===== config.mk =====
export PLATFORM = sky130hd
export DESIGN_NAME = frame_overlay_gen
export DESIGN_NICKNAME = d
export VERILOG_FILES = /design/src/rtl/frame_overlay_pkg.sv /design/src/rtl/frame_overlay_gen_pipe_delay.sv /design/src/rtl/frame_overlay_gen.sv
export SDC_FILE = /design/constraint.sdc
export NUM_CORES = 1
export LEC_CHECK = 0
export CORE_ASPECT_RATIO = 1.5
export CORE_MARGIN = 10
export CORE_UTILIZATION = 23
export CTS_BUF_LIST = sky130_fd_sc_hd__clkbuf_8
export DETAILED_ROUTE_END_ITERATION = 16
export GPL_TIMING_DRIVEN = 0
export PLACE_DENSITY = 0.59
export SETUP_SLACK_MARGIN = 0.2
export SLEW_MARGIN = 10
export SYNTH_ARGS = -nofsm -noshare
export SYNTH_HDL_FRONTEND = slang
export SYNTH_SLANG_ARGS = --single-unit
export TNS_END_PERCENT = 50

===== constraint.sdc =====
create_clock -name clk -period 1.58 [get_ports clk]
set_clock_uncertainty 0.05 [all_clocks]
set_input_delay 0.158 -clock clk [delete_from_list [all_inputs] [get_ports clk]]
set_output_delay 0.158 -clock clk [all_outputs]
set_load 0.005 [all_outputs]

===== src/rtl/frame_overlay_pkg.sv =====
// frame_overlay_pkg: shared constants, types and helpers for frame_overlay_gen.
//   RGB_BLACK       - colour forced during blanking
//   BORDER_RGB_DEF  - default border colour
//   blink_state_t   - blink FSM states (SHOW = border visible, HIDE = hidden)
//   clog2()         - ceiling log2, usable in constant expressions
package frame_overlay_pkg;

  localparam logic [11:0] RGB_BLACK      = 12'h000;
  localparam logic [11:0] BORDER_RGB_DEF = 12'h0F0;

  typedef enum logic {
    SHOW = 1'b0,
    HIDE = 1'b1
  } blink_state_t;

  function automatic int clog2(input int value);
    int result;
    result = 0;
    for (int i = 0; i < 31; i++) begin
      if ((32'sd1 <<< result) < value) begin
        result = result + 1;
      end
    end
    return result;
  endfunction

endpackage


===== src/rtl/frame_overlay_gen_pipe_delay.sv =====
// pipe_delay: DEPTH-stage register delay line for a WIDTH-bit bus.
//   clk   - clock
//   rst_n - synchronous active-low clear of every stage
//   din   - bus entering the delay line
//   dout  - din delayed by exactly DEPTH clocks
module pipe_delay #(
  parameter int WIDTH = 1,
  parameter int DEPTH = 1
) (
  input  logic             clk,
  input  logic             rst_n,
  input  logic [WIDTH-1:0] din,
  output logic [WIDTH-1:0] dout
);

  logic [WIDTH-1:0] stage_r [DEPTH];

  // Shift register: stage 0 captures din, later stages follow; clear zeroes all
  always_ff @(posedge clk) begin
    if (!rst_n) begin
      for (int i = 0; i < DEPTH; i++) begin
        stage_r[i] <= '0;
      end
    end else begin
      stage_r[0] <= din;
      for (int i = 1; i < DEPTH; i++) begin
        stage_r[i] <= stage_r[i-1];
      end
    end
  end

  assign dout = stage_r[DEPTH-1];

endmodule


===== src/rtl/frame_overlay_gen.sv =====
// frame_overlay_gen: final pixel stage of the VGA pipeline. Blacks out blanking,
// overlays a border of BORDER_W pixels in BORDER_RGB, optionally blinking it
// every BLINK_FRAMES frames, and delays all timing signals by PIPE_DEPTH clocks.
//
// Optional build macro: FRAME_OVERLAY_GRID_EN adds a grid every GRID_STEP pixels
// drawn in BORDER_RGB (below the border in priority, blinks with the border).
//
// Ports:
//   clk, rst_n                       - pixel clock, synchronous active-low reset
//   hsync, vsync, hblank, vblank     - raster timing in
//   hcount, vcount                   - pixel coordinates in (CNT_W)
//   rgb                              - upstream pixel (RGB_W)
//   border_en, blink_en              - border draw / blink enables (per pixel)
//   hsync_out .. vcount_out          - timing delayed by PIPE_DEPTH
//   rgb_out                          - final pixel delayed by PIPE_DEPTH
//   blink_phase                      - 1 while the border is hidden
module frame_overlay_gen
  import frame_overlay_pkg::*;
#(
  parameter int               CNT_W        = 11,
  parameter int               RGB_W        = 12,
  parameter int               H_ACTIVE     = 1024,
  parameter int               V_ACTIVE     = 768,
  parameter int               BORDER_W     = 1,
  parameter logic [RGB_W-1:0] BORDER_RGB   = RGB_W'(BORDER_RGB_DEF),
  parameter int               PIPE_DEPTH   = 1,
  parameter int               BLINK_FRAMES = 30,
  parameter int               GRID_STEP    = 64
) (
  input  logic             clk,
  input  logic             rst_n,
  input  logic             hsync,
  input  logic             vsync,
  input  logic             hblank,
  input  logic             vblank,
  input  logic [CNT_W-1:0] hcount,
  input  logic [CNT_W-1:0] vcount,
  input  logic [RGB_W-1:0] rgb,
  input  logic             border_en,
  input  logic             blink_en,
  output logic             hsync_out,
  output logic             vsync_out,
  output logic             hblank_out,
  output logic             vblank_out,
  output logic [CNT_W-1:0] hcount_out,
  output logic [CNT_W-1:0] vcount_out,
  output logic [RGB_W-1:0] rgb_out,
  output logic             blink_phase
);

  // A 1-frame blink period still needs one counter bit to keep the logic uniform
  localparam int BLINK_W_RAW = clog2(BLINK_FRAMES);
  localparam int BLINK_W     = (BLINK_W_RAW < 1) ? 1 : BLINK_W_RAW;
  localparam logic [BLINK_W-1:0] BLINK_LAST = BLINK_W'(BLINK_FRAMES - 1);

  localparam logic [CNT_W-1:0] BORDER_LO = CNT_W'(BORDER_W);
  localparam logic [CNT_W-1:0] H_HI      = CNT_W'(H_ACTIVE - BORDER_W);
  localparam logic [CNT_W-1:0] V_HI      = CNT_W'(V_ACTIVE - BORDER_W);

  localparam int BUS_W = 4 + 2 * CNT_W + RGB_W;

  logic               vsync_prev_r;
  logic               frame_tick_s;
  blink_state_t       state_r;
  blink_state_t       state_s;
  logic [BLINK_W-1:0] blink_cnt_r;
  logic [BLINK_W-1:0] blink_cnt_s;
  logic               border_hit_s;
  logic               border_vis_s;
  logic [RGB_W-1:0]   pix_sel_s;
  logic [BUS_W-1:0]   bus_in_s;
  logic [BUS_W-1:0]   bus_out_s;

`ifdef FRAME_OVERLAY_GRID_EN
  localparam logic [CNT_W-1:0] GRID_MASK = CNT_W'(GRID_STEP - 1);
  logic grid_hit_s;
`endif

  // vsync history for rising-edge detect; resets high so a vsync already high
  // at reset release is not mistaken for a new frame
  always_ff @(posedge clk) begin
    if (!rst_n) begin
      vsync_prev_r <= 1'b1;
    end else begin
      vsync_prev_r <= vsync;
    end
  end

  assign frame_tick_s = vsync & ~vsync_prev_r;

  // Blink FSM state register and frame counter
  always_ff @(posedge clk) begin
    if (!rst_n) begin
      state_r     <= SHOW;
      blink_cnt_r <= '0;
    end else begin
      state_r     <= state_s;
      blink_cnt_r <= blink_cnt_s;
    end
  end

  // Blink FSM next state: phase only moves on frame ticks, or returns to SHOW
  // when blinking is disabled, so a frame is never torn
  always_comb begin
    state_s     = state_r;
    blink_cnt_s = blink_cnt_r;
    if (!blink_en) begin
      state_s     = SHOW;
      blink_cnt_s = '0;
    end else if (frame_tick_s) begin
      if (blink_cnt_r == BLINK_LAST) begin
        blink_cnt_s = '0;
        case (state_r)
          SHOW:    state_s = HIDE;
          HIDE:    state_s = SHOW;
          default: state_s = SHOW;
        endcase
      end else begin
        blink_cnt_s = blink_cnt_r + BLINK_W'(1);
      end
    end else begin
      state_s     = state_r;
      blink_cnt_s = blink_cnt_r;
    end
  end

  // Blink FSM output
  always_comb begin
    blink_phase = (state_r == HIDE);
  end

`ifdef FRAME_OVERLAY_GRID_EN
  // Grid lines fall where the low log2(GRID_STEP) coordinate bits are zero
  always_comb begin
    grid_hit_s = ((hcount & GRID_MASK) == '0) || ((vcount & GRID_MASK) == '0);
  end
`endif

  // Pixel selection on the un-delayed inputs, highest priority first
  always_comb begin
    border_hit_s = (hcount < BORDER_LO) || (hcount >= H_HI) ||
                   (vcount < BORDER_LO) || (vcount >= V_HI);
    border_vis_s = border_en && !(blink_en && (state_r == HIDE));
    if (hblank || vblank) begin
      pix_sel_s = RGB_W'(RGB_BLACK);
    end else if (border_hit_s && border_vis_s) begin
      pix_sel_s = BORDER_RGB;
`ifdef FRAME_OVERLAY_GRID_EN
    end else if (grid_hit_s && border_vis_s) begin
      pix_sel_s = BORDER_RGB;
`endif
    end else begin
      pix_sel_s = rgb;
    end
  end

  assign bus_in_s = {hsync, vsync, hblank, vblank, hcount, vcount, pix_sel_s};

  pipe_delay #(
    .WIDTH (BUS_W),
    .DEPTH (PIPE_DEPTH)
  ) u_pipe (
    .clk   (clk),
    .rst_n (rst_n),
    .din   (bus_in_s),
    .dout  (bus_out_s)
  );

  assign {hsync_out, vsync_out, hblank_out, vblank_out,
          hcount_out, vcount_out, rgb_out} = bus_out_s;

endmodule


# Word level (Yosys, flattened, before mapping)
# Memory sizes are Yosys's and may differ from the RTL's.
# Index checks and enable logic that the tools add are counted.
totals:
  ff_bits: 7
  ramBits: 38
  input_bits: 42
  output_inout_bits: 39
  wordCells: 32
  n_memories: 1
memory_table:
  columns: ["name", "depth", "width", "read_ports", "rd_ports_with_merged_regs", "wr", "line", "source"]
  rows:
  - ["u_pipe.stage_r", 1, 38, 1, 0, 1, "frame_overlay_gen_pipe_delay.sv:16", "logic [WIDTH-1:0] stage_r [DEPTH];"]
op_classes:
  add_sub_neg: 1
  magnitude_cmp: 4
  n_eq_ne: 1
  muxes: 8
  bitwise: 3
  n_reduce_logical: 11
op_table:
  columns: ["operator", "n"]
  rows:
  - ["38-bit two-way mux", 1]
  - ["38-bit OR reduction", 1]
  - ["12-bit two-way mux", 2]
  - ["11-bit by 10-bit >= comparator with 1-bit output (second input constant)", 2]
  - ["11-bit by 1-bit less-than comparator with 1-bit output (second input constant)", 2]
  - ["5-bit by 1-bit adder with 5-bit output (second input constant)", 1]
  - ["5-bit equality test (second input constant)", 1]
  - ["5-bit two-way mux", 1]
  - ["1-bit logical OR", 4]
  - ["2-bit AND reduction", 2]
  - ["1-bit logical AND", 3]
  - ["1-bit two-way mux", 3]
  - ["1-bit NOT", 2]
  - ["1-bit one-hot mux with 2 select lines", 1]
  - ["1-bit bitwise AND", 1]
  - ["1-bit zero test", 1]

# Longest topological paths before layout
# Gate-level depths: netlist of the first run.
logic_depth:
  depth_word: 8
  mapped_depth: 5
  depth_no_buf: 5

# Modules after synthesis
# From an unflattened synthesis of the first run, not the netlist that was laid out.
hier_totals:
  cells_unflattened: 167
  hier_area_um2: 1661.6
by_module_without_submodules:
  columns: ["mod", "instances", "cells_each", "area_each_um2", "seq_area_each_um2"]
  rows:
  - ["pipe_delay", 1, 80, 1037.2, 760.7]
  - ["frame_overlay_gen", 1, 87, 624.3, 140.1]

# Worst setup path before layout of the first run
# Ideal clock, no wire load.
synth_path:
  path_kind: "register to register"
  startpoint: "register blink_cnt_r[1]"
  endpoint: "register blink_cnt_r[1]"
  setup_time_ps: 86
  t_arrival_ps: 1016
  required_ps: 1444
  setup_slack_ps: 428
  path_stages_with_launch: 6
  n_path_buf: 0
  period_less_slack_ps: 1152
  path_cell_list: "dfxtp_1 > inv_1 > ha_1 > nand4_1 > nand3_1 > a211oi_1"
synth_via:
  elab_chain_len: 2
  word_cells_on_any_way: 3
  classes_between: "add/sub (1); eq/ne (1); mux (1)"
synth_lines:
  columns: ["item", "line", "source"]
  rows:
  - ["start, declared", "frame_overlay_gen.sv:66", "logic [BLINK_W-1:0] blink_cnt_r;"]
  - ["start signal, assigned", "frame_overlay_gen.sv:98", "blink_cnt_r <= blink_cnt_s;"]
  - ["5-bit by 1-bit adder with 5-bit output / 5-bit equality test (equally long branches)", "frame_overlay_gen.sv:119, frame_overlay_gen.sv:111", null]
  - ["5-bit two-way mux *", "frame_overlay_gen.sv:111", "if (blink_cnt_r == BLINK_LAST) begin"]
# Mark *: on every way between the ends. The rest lies on a longest branch, timed or not.
# A chain may end at the register's enable or synchronous reset.

# Final worst setup path of the first run
layout_path:
  startpoint: "register state_r, in the netlist blink_phase"
  endpoint: "output port blink_phase"
layout_rtl:
  columns: ["item", "line", "source"]
  rows:
  - ["start, declared", "frame_overlay_gen.sv:64", "blink_state_t state_r;"]
  - ["start signal, assigned", "frame_overlay_gen.sv:97", "state_r <= state_s;"]
  - ["end, declared", "frame_overlay_gen.sv:48", "output logic blink_phase"]
# No word-level cell between the ends.

==> impl_metrics.py, run 1 <==
metrics = {
    "finish": {
        "fill_cells": 694,
        "layout_common_cells": "clkdlybuf4s50_1, dfxtp_1, and2_1, nand2_1, dlygate4sd2_1",
        "area_growth_pct": 67.4,
        "antenna_cells": 0,
        "final_nets": 287,
        "finish.utilization_pct": 39.5,
        "layout_commonest_cell": "clkdlybuf4s50_1",
        "fin_cells": 322,
        "drive_above_1_share_pct": 13.5,
    },
    "setup_path": {
        "r2r_slack_ps": 340,
        "slowest_stage": "clkdlybuf4s50_1",
        "startpoint_type": "flop",
        "path_cells": "clkdlybuf4s50_1",
        "critPathTopFamily": "buffers and inverters",
        "crit_buf_inv": 1,
        "crit_fanout": 3,
        "slowest_delay_ps": 510,
        "critPathArrivalTime_ps": 1150,
        "rr_worst_depth": 5,
        "worstSetupPathType": "flop to output pin",
        "r2r-end": "blink_cnt_r[1]",
        "end_kind": "output pin",
        "worstReg2RegStart": "blink_cnt_r[1]",
        "crit_required_ps": 1370,
    },
    "drt": {
        "finalWirelength_um": 4620,
        "drcViolationCount": 0,
        "wire_per_inst_um": 14.4,
        "dr.first_iter.drc_count": 30,
        "via_per_inst": 4.28,
        "firstDrtPassIters": 4,
        "vias": 1377,
        "drtAntennaViolNets": 0,
    },
    "clocking": {
        "clk_latency_ps": 280,
        "clockBufferDepth": 2,
        "cts.sink_count": 45,
        "htreeDepth": 2,
        "cts_tree": "built",
        "clk_pin_slew_ps": 80,
        "cts_hold_buf": 0,
        "ctsRootBufferMaster": "clkbuf_8",
        "numCtsBuffers": 5,
    },
    "power_and_ir_drop": {
        "p_seq_share_pct": 49.7,
        "p_leak_uw": 0.00104,
        "peakVddDrop_mv": 0.454,
        "power.internal_uw": 1900,
        "p_switching_uw": 500,
        "comb_power_share_pct": 13.6,
        "clockPowerShare_pct": 36.7,
        "power_switching_share_pct": 20.9,
        "powerDensity_nw_per_um2": 886,
    },
    "min_path": {
        "min_from": "hcount[10]",
        "hold_depth": 2,
        "hold_class": "primary input to flop",
        "min_to": "u_pipe.stage_r[0][33]",
    },
    "sta": {
        "worst_slew_pin_slew_ps": 340,
        "period_needed_ps": 1360,
        "hold_slack_ps": 95.8,
        "rsz0062_at_grt": "yes",
        "clock.fmax_mhz": 736,
        "setup_viol": 0,
        "tns_ps": 0,
        "hold_viol_final": 0,
        "drv_slew": 0,
        "slew_headroom_pct": 77.3,
        "post-route-period-util_pct": 86.0,
    },
    "die": {
        "ios": 81,
        "dieArea_um2": 10900,
        "core_area_um2": 6850,
        "die_w_um": 88.5,
        "rows": 37,
        "die_h_um": 123,
        "initial_core_util_pct": 23.6,
    },
    "logic_synthesis": {
        "syn_area_um2": 1620,
        "syn_avg_cell_area_um2": 10.5,
        "synth_cell_types": 28,
        "synth_warnings": 0,
        "ys_ff_latch": 45,
        "mappedNetlistNets": 198,
        "synthCells": 154,
        "ys_seq_area_share_pct": 55.7,
    },
    "grt": {
        "grt_overflow": 0,
        "track_usage_pct": 8.33,
        "antenna_found_initial": 0,
        "grt_start_max_net_pins": 14,
        "grt_pass1_vias": 1376,
        "grt_pass1_wl_um": 6910,
    },
    "placed_design": {
        "port_buffers": 80,
        "dp_cells": 312,
        "gp_congestion": 0.641,
        "place_hpwl_um": 3780,
    },
    "outcome": {
        "status": "finished clean",
    },
    "run": {
        "cap_violations": 0,
    },
}
## how the worst max path moves through the flow
stage | start | endpoint | slack [ps] | cells past startpoint
floorplan | blink_cnt_r[1] | blink_cnt_r[1] | 430 | 5
global placement | hcount[7] | u_pipe.stage_r[0][5] | -220 | 6
detailed placement | hcount[6] | u_pipe.stage_r[0][6] | -240 | 6
CTS | rst_n | u_pipe.stage_r[0][31] | 170 | 4
global route | blink_phase | blink_phase | 190 | 1
finish | blink_phase | blink_phase | 220 | 1
## sequential cells by signal (all words and copies together) (netlist names)
register	count
blink_cnt_r	5
blink_phase	1
u_pipe.stage_r	38
vsync_prev_r	1
## cell type report
cell class	count	area [µm²]	share of cell area, %
clock buffers	6	82.6	3.05
plain buffers	8	55.1	2.03
flip-flops and latches	45	902	33.3
repair buffers	82	831	30.7
clock inverters	2	33.8	1.25
well taps	78	97.6	3.61
inverters	1	3.75	0.139
multi-input cells	100	701	25.9
## layer usage
metal / share of wire [%] / GRT usage, % / vias to the layer above
met2: 49 / 14.4 / 56
met5: 0 / 0 / -
met3: 11 / 3.85 / 5
met4: 1.7 / 3.65 / 0
li1: - / - / 695
met1: 38 / 8.35 / 621
## cells by family (layout without fill, tap and decap cells)
| logic type | count (synthesis) | in the layout | share of synthesized area (%) |
|---|---|---|---|
| compound gates | 20 | 20 | 12.5 |
| xor+xnor | 5 | 5 | 2.71 |
| fa+ha+maj | 2 | 2 | 1.55 |
| buf+inv | 9 | 99 | 2.71 |
| flops | 45 | 45 | 55.7 |
| simple gates | 73 | 73 | 24.8 |
## cells in the mapped netlist, drive strengths merged
| cell type | instances | area share (%) |
|---|---|---|
| and3 | 1 | 0.39 |
| nor2 | 8 | 1.9 |
| a211oi | 1 | 0.46 |
| inv | 1 | 0.23 |
| nand2b | 1 | 0.39 |
| buf | 4 | 1.5 |
| nand2 | 18 | 4.2 |
| a311oi | 1 | 0.93 |
| ha | 2 | 1.5 |
| nor4 | 4 | 1.5 |
| o31ai | 8 | 6.2 |
| a21boi | 1 | 0.46 |
| nor3b | 1 | 0.77 |
| nand3 | 4 | 1.5 |
| xnor2 | 2 | 1.1 |
| dfxtp | 45 | 56 |
| clkbuf | 4 | 0.93 |
| and2 | 27 | 11 |
| or3 | 1 | 0.39 |
| xor2 | 3 | 1.6 |
| o21a | 5 | 2.3 |
| nand4 | 6 | 2.3 |
| nor2b | 2 | 0.77 |
| o31a | 4 | 2.2 |
## repair_timing
| item | CTS | global route |
|---|---|---|
| buffers inserted | 1 | 0 |
| cloned | 1 | 0 |
| endpoints found under the setup margin | 22 | 28 |
| resized for setup | 20 | 11 |
| pin swaps | 2 | 2 |
## stage by stage
step | cell area [µm²] | worst slack [ps] | power, µW
floorplan | 1620 | 428 | 1310
global placement | 2510 | -220 | 1540
detailed placement | 2510 | -238 | 1540
CTS | 2680 | 174 | 2450
global route | 2710 | 189 | 2510
finish | 2710 | 222 | 2400
## power by group through the flow
stage | sequential, µW | combinational, µW | clock [µW]
finish | 1190 | 327 | 879
global route | 1200 | 355 | 964
CTS | 1190 | 329 | 925
detailed placement | 1220 | 322 | 0
global placement | 1220 | 321 | 0
floorplan | 1230 | 81.8 | 0
Note: power is estimated with default switching activity, not from simulation.
==> run 2: changes to the inputs <==
--- a/config.mk
+++ b/config.mk
@@ -5,13 +5,14 @@
 export SDC_FILE = /design/constraint.sdc
 export NUM_CORES = 1
 export LEC_CHECK = 0
+export ABC_AREA = 1
 export CORE_ASPECT_RATIO = 1.5
 export CORE_MARGIN = 10
-export CORE_UTILIZATION = 23
+export CORE_UTILIZATION = 41
 export CTS_BUF_LIST = sky130_fd_sc_hd__clkbuf_8
 export DETAILED_ROUTE_END_ITERATION = 16
 export GPL_TIMING_DRIVEN = 0
-export PLACE_DENSITY = 0.59
+export PLACE_DENSITY = 0.9
 export SETUP_SLACK_MARGIN = 0.2
 export SLEW_MARGIN = 10
 export SYNTH_ARGS = -nofsm -noshare
==> run 2 against run 1 <==
Net effect:
- wire length decreased by 12%
- die area shrank 36%
- flip-flop and latch count did not move
- largest cell class unchanged
- highest routed layer unchanged
==> impl_metrics.py, run 2 <==
metrics = {
    "setup_path": {
        "critPathTopFamily": "buffers and inverters",
        "slowest_delay_ps": 510,
        "crit_buf_inv": 1,
        "crit_required_ps": 1370,
        "critPathArrivalTime_ps": 1130,
        "worstSetupPathType": "flop to output pin",
        "end_kind": "output pin",
        "startpoint_type": "flop",
        "crit_fanout": 1,
        "slowest_stage": "clkdlybuf4s50_1",
        "path_cells": "clkdlybuf4s50_1",
    },
    "clocking": {
        "cts_setup_buffers": 0,
        "cts_hold_buf": 0,
        "numCtsBuffers": 5,
        "htreeDepth": 2,
        "clk_latency_ps": 280,
        "clockBufferDepth": 2,
        "cts.sink_count": 45,
        "ctsRootBufferMaster": "clkbuf_8",
        "cts_tree": "built",
        "cts_resized": 0,
        "clk_pin_slew_ps": 80,
    },
    "sta": {
        "slew_headroom_pct": 80.6,
        "tns_ps": 0,
        "period_needed_ps": 1340,
        "clock.fmax_mhz": 748,
        "worst_slew_pin_slew_ps": 291,
        "drv_slew": 0,
        "setup_viol": 0,
        "hold_viol_final": 0,
        "post-route-period-util_pct": 84.7,
        "rsz0062_at_grt": "yes",
    },
    "logic_synthesis": {
        "synth_most_common_cell": "nand2_1",
        "async_flop_share_pct": 0,
        "synth_common_cells": "nand2_1, dfxtp_1, inv_1, nor2_1, nor2_2",
        "synth_edf_count": 0,
        "synth_warnings": 0,
        "synth_area_leaders": "dfxtp_1, nand2_1, inv_1",
        "syn_avg_cell_area_um2": 8.15,
        "synth_flop_cell": "dfxtp_1",
        "synthCells": 199,
        "ys_seq_area_share_pct": 55.5,
        "synth.largest_area_cell": "dfxtp_1",
        "syn_area_um2": 1620,
        "mappedNetlistNets": 243,
        "synth_cell_types": 25,
        "synth_top_area_share_pct": 55.5,
        "ys_ff_latch": 45,
    },
    "drt": {
        "vias": 1425,
        "firstDrtPassIters": 4,
        "finalWirelength_um": 4070,
        "via_per_inst": 4.32,
        "drtAntennaViolNets": 0,
        "dr.first_iter.drc_count": 76,
        "wire_per_inst_um": 12.3,
        "drcViolationCount": 0,
    },
    "die": {
        "ios": 81,
        "rows": 28,
        "die_h_um": 97.1,
        "dieArea_um2": 6930,
        "core_area_um2": 3890,
        "initial_core_util_pct": 41.7,
        "die_w_um": 71.4,
    },
    "finish": {
        "layout_commonest_cell": "clkdlybuf4s50_1",
        "antenna_cells": 0,
        "drive_above_1_share_pct": 9.47,
        "area_growth_pct": 57.5,
        "regMostFlops": "u_pipe.stage_r",
        "final_nets": 330,
        "layout_common_cells": "clkdlybuf4s50_1, nand2_1, dfxtp_1, inv_1, nor2_1",
        "reg_top3": "u_pipe.stage_r x38, blink_cnt_r x5",
        "design_area_um2": 2560,
        "largest_register_ffs": 38,
    },
    "power_and_ir_drop": {
        "p_seq_share_pct": 55.5,
        "p_switching_uw": 482,
        "p_leak_uw": 0.00123,
        "power_switching_share_pct": 22.4,
        "comb_power_share_pct": 14.6,
        "power.internal_uw": 1660,
        "powerDensity_nw_per_um2": 839,
        "clockPowerShare_pct": 29.9,
        "p_total_uw": 2150,
        "peakVddDrop_mv": 0.603,
    },
    "outcome": {
        "status": "finished clean",
    },
    "grt": {
        "grt_pass1_wl_um": 6650,
        "grt_pass1_vias": 1485,
        "grt_start_max_net_pins": 13,
        "antenna_found_initial": 0,
        "grt_overflow": 0,
        "track_usage_pct": 11.9,
    },
    "min_path": {
        "hold_class": "primary input to flop",
    },
    "placed_design": {
        "place_hpwl_um": 3420,
        "dpl_cell_area_um2": 2480,
        "gp_congestion": 0.753,
        "port_buffers": 80,
    },
    "run": {
        "cap_violations": 0,
    },
}
[run 2: worst paths after layout]
check | from | endpoint | slack (ps) | cells past startpoint
hold reg to reg | blink_phase | blink_phase | 450 | 2
setup reg to reg | blink_cnt_r[1] | blink_cnt_r[2] | 380 | 5
hold / removal | rgb[1] | u_pipe.stage_r[0][1] | 350 | 3
setup / recovery | u_pipe.stage_r[0][13] | vcount_out[1] | 240 | 1
[run 2: routing by layer]
layer / track usage [%] / part of all wire (%)
met5: 0 / 0
met4: 4.04 / 1.4
met3: 5.42 / 8.9
met2: 22.0 / 54
met1: 10.9 / 36
[run 2: power by group through the flow]
stage,clock network [µW],registers [µW],logic (µW)
6_report,642,1190,312
5_1_grt,706,1200,346
3_5_place_dp,0,1220,316
3_3_place_gp,0,1220,308
4_1_cts,671,1190,318
2_1_floorplan,0,1220,88.2
[run 2: final cells by class]
type                            instances  area, µm²
Inverter                               47        176
Fill cell                             315       1330
Clock buffer                            5       68.8
Tap cell                               45       56.3
Buffer                                  3       15.0
Timing Repair Buffer                   80        803
Multi-Input combinational cell        104        531
Sequential cell                        45        901
Clock inverter                          1       5.00
[run 2: cell families (layout without fill, tap and decap cells)]
kind of cell	after synthesis	count (layout)	synth area share (%)
xor gates and xnor gates	3	3	1.62
DFF	45	45	55.5
and+or+nand+nor	90	90	26.2
buffers and inverters	50	136	11.8
AOI/OAI and AO/OA	9	9	3.32
adders and majority gates	2	2	1.54
[run 2: per-stage QoR]
step           worst slack, ps  hold WS (ps)  util [%]  cells
3_3_place_gp              45.8           421      63.8    324
6_report                   242           354      65.7    330
3_5_place_dp              23.1           441      63.8    324
4_1_cts                    202           343      65.7    330
5_1_grt                    197           366      65.7    330
2_1_floorplan              529           201         -    199
